`src/rtl/matrix_slot_allocator_pkg.sv`:
```
// Shared constants, types and helpers for the matrix slot allocator.
// Optional grant statistics are built in when ALLOC_STATS_EN is defined.
package matrix_slot_allocator_pkg;

    localparam int MAX_DIM     = 5;
    localparam int MAX_PER_DIM = 2;
    localparam int NUM_SHAPES  = MAX_DIM * MAX_DIM;
    localparam int NUM_SLOTS   = NUM_SHAPES * MAX_PER_DIM;
    localparam int ID_W        = 7;
    localparam int DIM_W       = 4;
    localparam int STAT_W      = 8;
    localparam int SLOT_W      = (MAX_PER_DIM > 1) ? $clog2(MAX_PER_DIM) : 1;
    localparam int SHAPE_W     = $clog2(NUM_SHAPES);

    typedef logic [ID_W-1:0]    id_t;
    typedef logic [DIM_W-1:0]   dim_t;
    typedef logic [SLOT_W-1:0]  slot_t;
    typedef logic [SHAPE_W-1:0] shape_idx_t;

    typedef enum logic [0:0] {
        S_IDLE  = 1'b0,
        S_CLEAR = 1'b1
    } state_t;

    function automatic logic shape_legal(input dim_t m, input dim_t n);
        return (int'(m) >= 1) && (int'(m) <= MAX_DIM) &&
               (int'(n) >= 1) && (int'(n) <= MAX_DIM);
    endfunction

    function automatic shape_idx_t shape_index(input dim_t m, input dim_t n);
        return shape_idx_t'((int'(m) - 1) * MAX_DIM + (int'(n) - 1));
    endfunction

endpackage

```
`src/rtl/matrix_slot_allocator_if.sv`:
```
// Allocate / free / clear / query bus of the matrix slot allocator.
// Statistics signals exist only when ALLOC_STATS_EN is defined.
interface matrix_slot_allocator_if;
    import matrix_slot_allocator_pkg::*;

    logic alloc_req;
    dim_t alloc_m;
    dim_t alloc_n;
    logic alloc_valid;
    id_t  alloc_id_out;
    logic alloc_overwrite;
    logic alloc_err;
    logic free_req;
    id_t  free_id;
    logic clr_req;
    logic busy;
    id_t  query_id;
    logic query_valid;
    dim_t query_m;
    dim_t query_n;
`ifdef ALLOC_STATS_EN
    logic [STAT_W-1:0] stat_alloc_cnt;
    logic [STAT_W-1:0] stat_ovw_cnt;
`endif

    modport slave (
`ifdef ALLOC_STATS_EN
        output stat_alloc_cnt,
        output stat_ovw_cnt,
`endif
        input  alloc_req,
        input  alloc_m,
        input  alloc_n,
        output alloc_valid,
        output alloc_id_out,
        output alloc_overwrite,
        output alloc_err,
        input  free_req,
        input  free_id,
        input  clr_req,
        output busy,
        input  query_id,
        output query_valid,
        output query_m,
        output query_n
    );

    modport master (
`ifdef ALLOC_STATS_EN
        input  stat_alloc_cnt,
        input  stat_ovw_cnt,
`endif
        output alloc_req,
        output alloc_m,
        output alloc_n,
        input  alloc_valid,
        input  alloc_id_out,
        input  alloc_overwrite,
        input  alloc_err,
        output free_req,
        output free_id,
        output clr_req,
        input  busy,
        output query_id,
        input  query_valid,
        input  query_m,
        input  query_n
    );

endinterface

```
`src/rtl/matrix_slot_allocator_slot_id_codec.sv`:
```
// Pure combinational mapping between (m, n, slot) and a matrix ID.
module slot_id_codec
    import matrix_slot_allocator_pkg::*;
(
    input  dim_t  i_m,
    input  dim_t  i_n,
    input  slot_t i_slot,
    output id_t   o_id,
    input  id_t   i_id,
    output dim_t  o_m,
    output dim_t  o_n,
    output slot_t o_slot,
    output logic  o_in_range
);

    int w_enc;
    int w_shape;

    always_comb begin
        w_enc = ((int'(i_m) - 1) * MAX_DIM + (int'(i_n) - 1)) * MAX_PER_DIM
              + int'(i_slot);
        o_id  = id_t'(w_enc);
    end

    always_comb begin
        o_in_range = (int'(i_id) < NUM_SLOTS);
        w_shape    = int'(i_id) / MAX_PER_DIM;
        o_slot     = '0;
        o_m        = '0;
        o_n        = '0;
        if (o_in_range) begin
            o_slot = slot_t'(int'(i_id) % MAX_PER_DIM);
            o_m    = dim_t'(w_shape / MAX_DIM + 1);
            o_n    = dim_t'(w_shape % MAX_DIM + 1);
        end
    end

endmodule

```
`src/rtl/matrix_slot_allocator.sv`:
```
// Matrix storage-slot allocator: grant, free, sequenced clear and query.
// Define ALLOC_STATS_EN to add saturating grant/overwrite counters.
module matrix_slot_allocator
    import matrix_slot_allocator_pkg::*;
(
    input logic                    clk,
    input logic                    rst,
    matrix_slot_allocator_if.slave bus
);

    state_t               r_state;
    state_t               w_state_nxt;
    logic [NUM_SLOTS-1:0] r_valid;
    slot_t                r_ptr [NUM_SHAPES];
    id_t                  r_sweep;
    logic                 r_pend_vld;
    dim_t                 r_pend_m;
    dim_t                 r_pend_n;
    logic                 r_alloc_valid;
    id_t                  r_alloc_id;
    logic                 r_alloc_ovw;
    logic                 r_alloc_err;
    logic                 r_query_valid;
    dim_t                 r_query_m;
    dim_t                 r_query_n;

    logic                   w_idle;
    logic                   w_sweep_last;
    dim_t                   w_req_m;
    dim_t                   w_req_n;
    logic                   w_serve;
    logic                   w_legal;
    logic                   w_grant;
    shape_idx_t             w_shape;
    logic [MAX_PER_DIM-1:0] w_live;
    logic                   w_has_free;
    slot_t                  w_free_slot;
    slot_t                  w_ptr_cur;
    slot_t                  w_slot;
    id_t                    w_grant_id;
    logic                   w_free_in_range;
    logic                   w_free_do;
    logic [NUM_SLOTS-1:0]   w_set_mask;
    logic [NUM_SLOTS-1:0]   w_clr_mask;
    dim_t                   w_query_m;
    dim_t                   w_query_n;
    logic                   w_query_in_range;
    logic                   w_q_live;
    dim_t                   w_unused_free_m;
    dim_t                   w_unused_free_n;
    slot_t                  w_unused_free_slot;
    id_t                    w_unused_query_id;
    slot_t                  w_unused_query_slot;

    assign w_idle       = (r_state == S_IDLE);
    assign w_sweep_last = (r_sweep == id_t'(NUM_SLOTS - 1));

    always_ff @(posedge clk or posedge rst) begin
        if (rst) r_state <= S_IDLE;
        else     r_state <= w_state_nxt;
    end

    always_comb begin
        w_state_nxt = r_state;
        unique case (r_state)
            S_IDLE:  if (bus.clr_req) w_state_nxt = S_CLEAR;
            S_CLEAR: if (w_sweep_last) w_state_nxt = S_IDLE;
            default: w_state_nxt = S_IDLE;
        endcase
    end

    always_comb begin
        bus.busy = (r_state == S_CLEAR);
    end

    // A request parked during the sweep takes precedence over the live bus.
    assign w_req_m = r_pend_vld ? r_pend_m : bus.alloc_m;
    assign w_req_n = r_pend_vld ? r_pend_n : bus.alloc_n;
    assign w_serve = w_idle && (r_pend_vld || bus.alloc_req);
    assign w_legal = shape_legal(w_req_m, w_req_n);
    assign w_grant = w_serve && w_legal;
    assign w_shape = shape_index(w_req_m, w_req_n);
    assign w_live  = MAX_PER_DIM'(r_valid >> (int'(w_shape) * MAX_PER_DIM));

    always_comb begin
        w_has_free  = 1'b0;
        w_free_slot = '0;
        for (int s = MAX_PER_DIM - 1; s >= 0; s--) begin
            if (!w_live[s]) begin
                w_has_free  = 1'b1;
                w_free_slot = slot_t'(s);
            end
        end
    end

    assign w_ptr_cur = r_ptr[w_shape];
    assign w_slot    = w_has_free ? w_free_slot : w_ptr_cur;

    slot_id_codec u_grant_codec (
        .i_m        (w_req_m),
        .i_n        (w_req_n),
        .i_slot     (w_slot),
        .o_id       (w_grant_id),
        .i_id       (bus.free_id),
        .o_m        (w_unused_free_m),
        .o_n        (w_unused_free_n),
        .o_slot     (w_unused_free_slot),
        .o_in_range (w_free_in_range)
    );

    slot_id_codec u_query_codec (
        .i_m        ('0),
        .i_n        ('0),
        .i_slot     ('0),
        .o_id       (w_unused_query_id),
        .i_id       (bus.query_id),
        .o_m        (w_query_m),
        .o_n        (w_query_n),
        .o_slot     (w_unused_query_slot),
        .o_in_range (w_query_in_range)
    );

    assign w_free_do  = w_idle && bus.free_req && w_free_in_range;
    assign w_set_mask = NUM_SLOTS'(w_grant) << w_grant_id;

    always_comb begin
        w_clr_mask = '0;
        if (w_free_do) w_clr_mask = NUM_SLOTS'(1) << bus.free_id;
        if (!w_idle)   w_clr_mask = NUM_SLOTS'(1) << r_sweep;
    end

    // Set after clear: an alloc and a free of the same ID leave it live.
    always_ff @(posedge clk or posedge rst) begin
        if (rst) r_valid <= '0;
        else     r_valid <= (r_valid & ~w_clr_mask) | w_set_mask;
    end

    always_ff @(posedge clk or posedge rst) begin
        if (rst) begin
            for (int i = 0; i < NUM_SHAPES; i++) r_ptr[i] <= '0;
        end else if (!w_idle && w_sweep_last) begin
            for (int i = 0; i < NUM_SHAPES; i++) r_ptr[i] <= '0;
        end else if (w_grant && !w_has_free) begin
            r_ptr[w_shape] <= (int'(w_ptr_cur) == MAX_PER_DIM - 1) ?
                              '0 : w_ptr_cur + slot_t'(1);
        end
    end

    always_ff @(posedge clk or posedge rst) begin
        if (rst) r_sweep <= '0;
        else     r_sweep <= w_idle ? '0 : r_sweep + id_t'(1);
    end

    always_ff @(posedge clk or posedge rst) begin
        if (rst) begin
            r_pend_vld <= 1'b0;
            r_pend_m   <= '0;
            r_pend_n   <= '0;
        end else if (w_idle) begin
            if (r_pend_vld) begin
                r_pend_vld <= bus.alloc_req;
                if (bus.alloc_req) begin
                    r_pend_m <= bus.alloc_m;
                    r_pend_n <= bus.alloc_n;
                end
            end
        end else if (bus.alloc_req && !r_pend_vld) begin
            r_pend_vld <= 1'b1;
            r_pend_m   <= bus.alloc_m;
            r_pend_n   <= bus.alloc_n;
        end
    end

    always_ff @(posedge clk or posedge rst) begin
        if (rst) begin
            r_alloc_valid <= 1'b0;
            r_alloc_id    <= '0;
            r_alloc_ovw   <= 1'b0;
            r_alloc_err   <= 1'b0;
        end else begin
            r_alloc_valid <= w_grant;
            r_alloc_id    <= w_grant ? w_grant_id : '0;
            r_alloc_ovw   <= w_grant && !w_has_free;
            r_alloc_err   <= (w_serve && !w_legal) ||
                             (!w_idle && bus.alloc_req && r_pend_vld);
        end
    end

    assign w_q_live = w_query_in_range &&
                      |(r_valid & (NUM_SLOTS'(1) << bus.query_id));

    always_ff @(posedge clk or posedge rst) begin
        if (rst) begin
            r_query_valid <= 1'b0;
            r_query_m     <= '0;
            r_query_n     <= '0;
        end else begin
            r_query_valid <= w_q_live;
            r_query_m     <= w_q_live ? w_query_m : '0;
            r_query_n     <= w_q_live ? w_query_n : '0;
        end
    end

    assign bus.alloc_valid     = r_alloc_valid;
    assign bus.alloc_id_out    = r_alloc_id;
    assign bus.alloc_overwrite = r_alloc_ovw;
    assign bus.alloc_err       = r_alloc_err;
    assign bus.query_valid     = r_query_valid;
    assign bus.query_m         = r_query_m;
    assign bus.query_n         = r_query_n;

`ifdef ALLOC_STATS_EN
    logic [STAT_W-1:0] r_stat_alloc;
    logic [STAT_W-1:0] r_stat_ovw;
    logic              w_clr_accept;

    assign w_clr_accept = w_idle && bus.clr_req;

    always_ff @(posedge clk or posedge rst) begin
        if (rst) begin
            r_stat_alloc <= '0;
            r_stat_ovw   <= '0;
        end else if (w_clr_accept) begin
            r_stat_alloc <= '0;
            r_stat_ovw   <= '0;
        end else if (w_grant) begin
            if (r_stat_alloc != '1)
                r_stat_alloc <= r_stat_alloc + STAT_W'(1);
            if (!w_has_free && r_stat_ovw != '1)
                r_stat_ovw <= r_stat_ovw + STAT_W'(1);
        end
    end

    assign bus.stat_alloc_cnt = r_stat_alloc;
    assign bus.stat_ovw_cnt   = r_stat_ovw;
`endif

endmodule
```
`src/flat_wrapper.sv`:
```
// flat-port wrapper written by rule: the top's interface ports become plain ports
module matrix_slot_allocator_flat import matrix_slot_allocator_pkg::*;
  (clk, rst, bus_alloc_req, bus_alloc_m, bus_alloc_n, bus_alloc_valid, bus_alloc_id_out, bus_alloc_overwrite, bus_alloc_err, bus_free_req, bus_free_id, bus_clr_req, bus_busy, bus_query_id, bus_query_valid, bus_query_m, bus_query_n);
  matrix_slot_allocator_if bus_i ();
  input logic clk;
  input logic rst;
  input wire logic [$bits(bus_i.alloc_req)-1:0] bus_alloc_req;
  input wire logic [$bits(bus_i.alloc_m)-1:0] bus_alloc_m;
  input wire logic [$bits(bus_i.alloc_n)-1:0] bus_alloc_n;
  output wire logic [$bits(bus_i.alloc_valid)-1:0] bus_alloc_valid;
  output wire logic [$bits(bus_i.alloc_id_out)-1:0] bus_alloc_id_out;
  output wire logic [$bits(bus_i.alloc_overwrite)-1:0] bus_alloc_overwrite;
  output wire logic [$bits(bus_i.alloc_err)-1:0] bus_alloc_err;
  input wire logic [$bits(bus_i.free_req)-1:0] bus_free_req;
  input wire logic [$bits(bus_i.free_id)-1:0] bus_free_id;
  input wire logic [$bits(bus_i.clr_req)-1:0] bus_clr_req;
  output wire logic [$bits(bus_i.busy)-1:0] bus_busy;
  input wire logic [$bits(bus_i.query_id)-1:0] bus_query_id;
  output wire logic [$bits(bus_i.query_valid)-1:0] bus_query_valid;
  output wire logic [$bits(bus_i.query_m)-1:0] bus_query_m;
  output wire logic [$bits(bus_i.query_n)-1:0] bus_query_n;
  assign bus_i.alloc_req = bus_alloc_req;
  assign bus_i.alloc_m = bus_alloc_m;
  assign bus_i.alloc_n = bus_alloc_n;
  assign bus_alloc_valid = bus_i.alloc_valid;
  assign bus_alloc_id_out = bus_i.alloc_id_out;
  assign bus_alloc_overwrite = bus_i.alloc_overwrite;
  assign bus_alloc_err = bus_i.alloc_err;
  assign bus_i.free_req = bus_free_req;
  assign bus_i.free_id = bus_free_id;
  assign bus_i.clr_req = bus_clr_req;
  assign bus_busy = bus_i.busy;
  assign bus_i.query_id = bus_query_id;
  assign bus_query_valid = bus_i.query_valid;
  assign bus_query_m = bus_i.query_m;
  assign bus_query_n = bus_i.query_n;
  matrix_slot_allocator u_core (.clk(clk), .rst(rst), .bus(bus_i));
endmodule
```
`config.mk`:
```
export PLATFORM = sky130hd
export DESIGN_NAME = matrix_slot_allocator_flat
export DESIGN_NICKNAME = d
export VERILOG_FILES = /design/src/rtl/matrix_slot_allocator_pkg.sv /design/src/rtl/matrix_slot_allocator_if.sv /design/src/rtl/matrix_slot_allocator_slot_id_codec.sv /design/src/rtl/matrix_slot_allocator.sv /design/src/flat_wrapper.sv
export SDC_FILE = /design/constraint.sdc
export NUM_CORES = 1
export LEC_CHECK = 0
export CORE_UTILIZATION = 35
export CTS_CLUSTER_SIZE = 28
export DETAILED_ROUTE_END_ITERATION = 10
export GPL_TIMING_DRIVEN = 0
export MAX_ROUTING_LAYER = met4
export SKIP_LAST_GASP = 1
export SYNTH_ARGS = -nofsm -noshare
export SYNTH_HDL_FRONTEND = slang
export SYNTH_SLANG_ARGS = --single-unit
export TNS_END_PERCENT = 1
```
`constraint.sdc`:
```
create_clock -name clk -period 13.2 [get_ports clk]
set_input_delay 1.32 -clock clk [delete_from_list [all_inputs] [get_ports clk]]
set_output_delay 1.32 -clock clk [all_outputs]
set_load 0.05 [all_outputs]
```
== Yosys cells after proc, flatten, opt, wreduce, memory -nomap -nowiden ==
Index checks and enable logic that the tools add are counted.
Operators by class
  add/subtract/negate cells: 8
  multipliers: 1
  div/mod/pow operators: 2
  order comparisons: 8
  equality and inequality tests: 2
  shifts and indexed selects: 5
  muxes and demuxes: 37
  bitwise gates (word level): 6
  reduce and logical (&&, ||, !) cells: 25
Operator list (count)
  1-bit by 7-bit left shift with 50-bit output, first input constant: 3
  50-bit bitwise AND: 2
  50-bit 2-to-1 mux: 2
  4-bit 2-to-1 mux: 14
  25-bit 2-to-1 mux: 2
  50-bit inverter: 1
  50-bit OR: 1
  50-bit OR reduction: 1
  1-bit by 7-bit left shift with 50-bit output: 1
  50-bit by 6-bit right shift with 2-bit output: 1
  7-bit by 4-bit divider with 32-bit output, second input constant: 1
  7-bit by 4-bit remainder unit with 32-bit output, second input constant: 1
  25-bit bitwise mux: 1
  1-bit logical AND: 15
  7-bit by 6-bit less-than comparator with 1-bit output, second input constant: 2
  7-bit 2-to-1 mux: 2
  1-bit 2-to-1 mux: 13
  4-bit by 1-bit subtractor with 5-bit output, second input constant: 2
  4-bit by 2-bit adder with 4-bit output, second input constant: 2
  4-bit by 1-bit greater-or-equal comparator with 1-bit output, second input constant: 2
  4-bit by 3-bit <= comparator with 1-bit output, second input constant: 2
  7-bit by 1-bit adder with 7-bit output, second input constant: 1
  7-bit by 2-bit adder with 7-bit output: 1
  7-bit by 6-bit == test with 1-bit output, second input constant: 1
  15 further kinds: 20
Storage, ports and cells
  flip-flop bits (word level): 111
  bits of input ports: 27
  output and inout port bits: 20

== Depth between registers and ports, before layout ==
  word-level depth: 13
  depth in mapped cells: 27
  mapped depth without buffers: 25

== Cells and area by module ==
A second synthesis with hierarchy kept.
Unflattened totals
  cell total of the unflattened synthesis: 1083
  area, all modules: 9660.5 µm²
By module, submodules not included
  matrix_slot_allocator: times used 1, cells an instance 722, area an instance 6895.4 µm², seq. area each 2777.7 µm²
  slot_id_codec at u_core.u_grant_codec: times used 1, cells an instance 192, area an instance 1433.9 µm², seq. area each 0.0 µm²
  slot_id_codec at u_core.u_query_codec: times used 1, cells an instance 169, area an instance 1331.3 µm², seq. area each 0.0 µm²

== Worst setup path after synthesis ==
No wires, ideal clock.
  kind: in2reg
  from: input port bus_query_id[4]
  to: register u_core.r_query_n[3] (netlist: u_core.bus.query_n[3])
  library setup time: 119 ps
  arrival: 6155 ps
  data required time: 13081 ps
  slack: 6926 ps
  stages: 25
  buffers on the path: 2
  cells stage by stage: buf_2 > clkinv_1 > ha_1 > inv_1 > ha_1 > nand2b_1 > o21ai_0 > o21a_1 > xnor2_2 > inv_2 > ha_1 > inv_1 > nor2_1 > o311a_1 > a2bb2oi_2 > and2_1 > buf_1 > nand2_1 > xnor2_1 > ha_1 > nor3_1 > and3_1 > a2111o_1 > o41a_1 > o21a_1
On the way
  word-level cells in the longest chain between the ends: 5
Ends and longest elaborated chain
  start, declared: RTL line flat_wrapper.sv:18  | input wire logic [$bits(bus_i.query_id)-1:0] bus_query_id;
  branches (longest 4 deep; another with 7-bit by 4-bit remainder unit with 32-bit output)
  4-bit 2-to-1 mux *: RTL line matrix_slot_allocator.sv:200  | r_query_n <= w_q_live ? w_query_n : '0;
  end signal, assigned: RTL line matrix_slot_allocator.sv:200
  end, declared: RTL line matrix_slot_allocator.sv:25  | dim_t r_query_n;
Every way passes the cells marked *.
A chain may end at the register's enable or synchronous reset.

== Worst setup path in the final report ==
Ends and elaborated chain as after synthesis.

==> results.cfg <==
[clock_network]
cts_root_buf = clkbuf_16
clock_latency_ps = 370
cts_sinks = 111
cts_tree = yes
clkSlewWorstSetupHoldPaths_ps = 70
post_cts_buffers = 0
cts.hold.buffers_added = 0
cts_buffers = 9
cts_max_level = 3
cts_resized = 0
cts_buffer_depth = 2

[synth]
synth-edff-count = 0
synthCells = 813
synth-async-reset-ratio = 1.00
synth.ff_latch_count = 111
synth_nets = 872
synth_top_area_cell = dfrtp_1
syn_avg_cell_area_sq_um = 9.66
synth_top_cell_area_share = 0.354
synth.distinct_cells = 87
synthTopCellsByCount = 111 x dfrtp_1, 93 x nand2_1, 53 x o221ai_1, 49 x mux2i_1, 38 x o21ai_0
synth.most_common_cell = dfrtp_1
yosysWarnings = 0
synth-main-ff-cell = dfrtp_1
syn-cell-area_sq_um = 7860
yosysSeqAreaShare = 0.354
synth.area.top_cells = dfrtp_1 35%, mux2i_1 6.2%, o221ai_1 5.9%

[routing]
wl_met2_um = 10800
drc_errors = 0
first_pass_iters = 6
viasPerCell = 6.12
route.met3.wl_um = 2250
wl_met1_um = 10800
drtIter0Drc = 768
drtAntennaViolNets = 0
post_drt_wl_per_cell_um = 21.0
num_vias = 7060
highest_layer = met4
wl_um = 24200

[timing]
whs_ps = 489
rsz0062_at_grt = no
setup_viol = 0
min_period_ps = 7650
setup_ws_ps = 5550
hold_violations = 0
max_freq_mhz = 131
period_share = 0.579
slew_headroom = 0.372
worstMarginPinSlew_ps = 935
drv_slew = 0
finalClockSkew_ps = 12.0
setup-tns-final_ps = 0

[worst_setup_path]
startpoint = bus_query_id[4]
worst-path-max-fanout = 10
path_class = in2reg
r2r_end = u_core.r_valid[12]
crit_path_end_kind = flop
arrival_ps = 7900
worstReg2RegStart = u_core.r_pend_vld
cp-start-kind = primary input
r2r_cells = 17
crit_end = u_core.bus.query_n[3]
cp.required_ps = 13450
r2r_setup_slack_ps = 7100

[layout]
fin_cells = 1154
area_growth_pct = 14.1
antennaDiodeCount = 0
final_net_count = 928
drive_above_1_share = 0.0915
fill_cells = 2205
multi_input_area_sq_um = 4740
seq_area_sq_um = 2780

[placed_design]
place_inst = 1138
io_buffers = 44
hpwlAfterDp_um = 18200
finalWeightedCongestion = 0.951
pre_cts_ws_ps = 5320

[die]
io_pins = 47
core_sq_um = 21900
start_util = 0.359
placementRows = 54
dieArea_sq_um = 23000
die_h_um = 152
die_w_um = 152

[global_routing]
grt_pass1_wl_um = 38600
antenna_found_initial = 0
overflow = 0
grt_use_total = 0.218
grt_pass1_vias = 6677
grt_max_degree = 64

[worst_hold_path]
hold_path.class = reg2reg

[run]
maxCapViolCount = 0

[run_status]
outcome = complete, no violations
==> layer usage <==
layer / global-route usage / up-vias
li1: - / 3216
met4: 0.0495 / 0
met2: 0.314 / 366
met1: 0.309 / 3442
met3: 0.0508 / 36
met5: - / -
==> how the worst min path moves through the flow <==
| stage | startpoint | slack (ps) | cells past startpoint | to |
|---|---|---|---|---|
| floorplan | u_core.r_sweep[0] | 460 | 1 | u_core.r_sweep[0] |
| global placement | u_core.r_sweep[0] | 480 | 1 | u_core.r_sweep[0] |
| detailed placement | u_core.r_sweep[0] | 480 | 1 | u_core.r_sweep[0] |
| CTS | u_core.r_sweep[0] | 490 | 1 | u_core.r_sweep[0] |
| global route | u_core.r_sweep[0] | 530 | 1 | u_core.r_sweep[0] |
| finish | u_core.r_sweep[0] | 490 | 1 | u_core.r_sweep[0] |
==> cell families (layout without fill, tap and decap cells) <==
group,Yosys count,count (layout),share of synthesized area
simple gates,280,280,0.185
mux,79,79,0.136
other cells,1,1,0.000477
buf+inv,82,143,0.0428
xor+xnor,24,24,0.0287
fa+ha+maj,33,33,0.0551
flops,111,111,0.354
compound gates,203,203,0.198
==> cell usage in the layout (no fill, tap or decap), types with 17 or more instances in the layout <==
cell type,Yosys,layout
o31ai_1,19,19
nor2b_1,17,17
mux2i_1,49,49
nand2_1,93,93
clkbuf_1,36,37
inv_1,23,22
nor2_1,32,32
clkdlybuf4s50_1,0,44
dfrtp_1,111,111
nand3_1,28,28
o21ai_0,38,38
o221ai_1,53,53
ha_1,29,29
mux4_2,20,20
nand4_1,21,21
==> critical path: stages <==
cell	delay [ps]
clkdlybuf4s50_1	620
buf_2	300
clkinv_1	290
ha_1	290
inv_1	50
ha_1	300
nand2b_1	200
o21ai_0	430
o21a_1	390
xnor2_2	190
inv_2	120
ha_1	210
inv_1	90
nor2_1	40
o311a_1	310
a2bb2oi_2	230
and2_1	150
buf_1	240
nand2_1	190
xnor2_1	230
ha_1	430
nor3_1	90
a22oi_1	240
nor3_1	70
a2111o_1	320
o41a_1	410
o21a_1	110
==> layout make-up <==
class | count | share of cell area
multi-input cells | 620 | 0.529
flip-flops and latches | 111 | 0.310
repair buffers | 45 | 0.0522
well taps | 280 | 0.0391
clock buffers | 12 | 0.0286
plain buffers | 54 | 0.0258
inverters | 28 | 0.0123
clock inverters | 4 | 0.00321
==> sequential cells by signal, indices dropped and copies added (netlist names) <==
signal / cells
u_core.bus.busy: 1
u_core.bus.query_valid: 1
u_core.bus.alloc_err: 1
u_core.r_pend_m: 4
u_core.bus.query_n: 4
u_core.bus.alloc_overwrite: 1
u_core.r_valid: 50
u_core.bus.alloc_id_out: 7
u_core.r_ptr: 25
u_core.r_pend_n: 4
u_core.r_sweep: 7
u_core.bus.alloc_valid: 1
u_core.bus.query_m: 4
u_core.r_pend_vld: 1
==> metrics by stage <==
stage | util | area (sq um)
finish | 0.410 | 8960
floorplan | - | 7860
detailed placement | 0.396 | 8680
global route | 0.410 | 8960
global placement | 0.395 | 8650
CTS | 0.410 | 8960
Power is not shown: default switching activity piles up to over one toggle a cycle in this logic, so the estimate is an artifact.
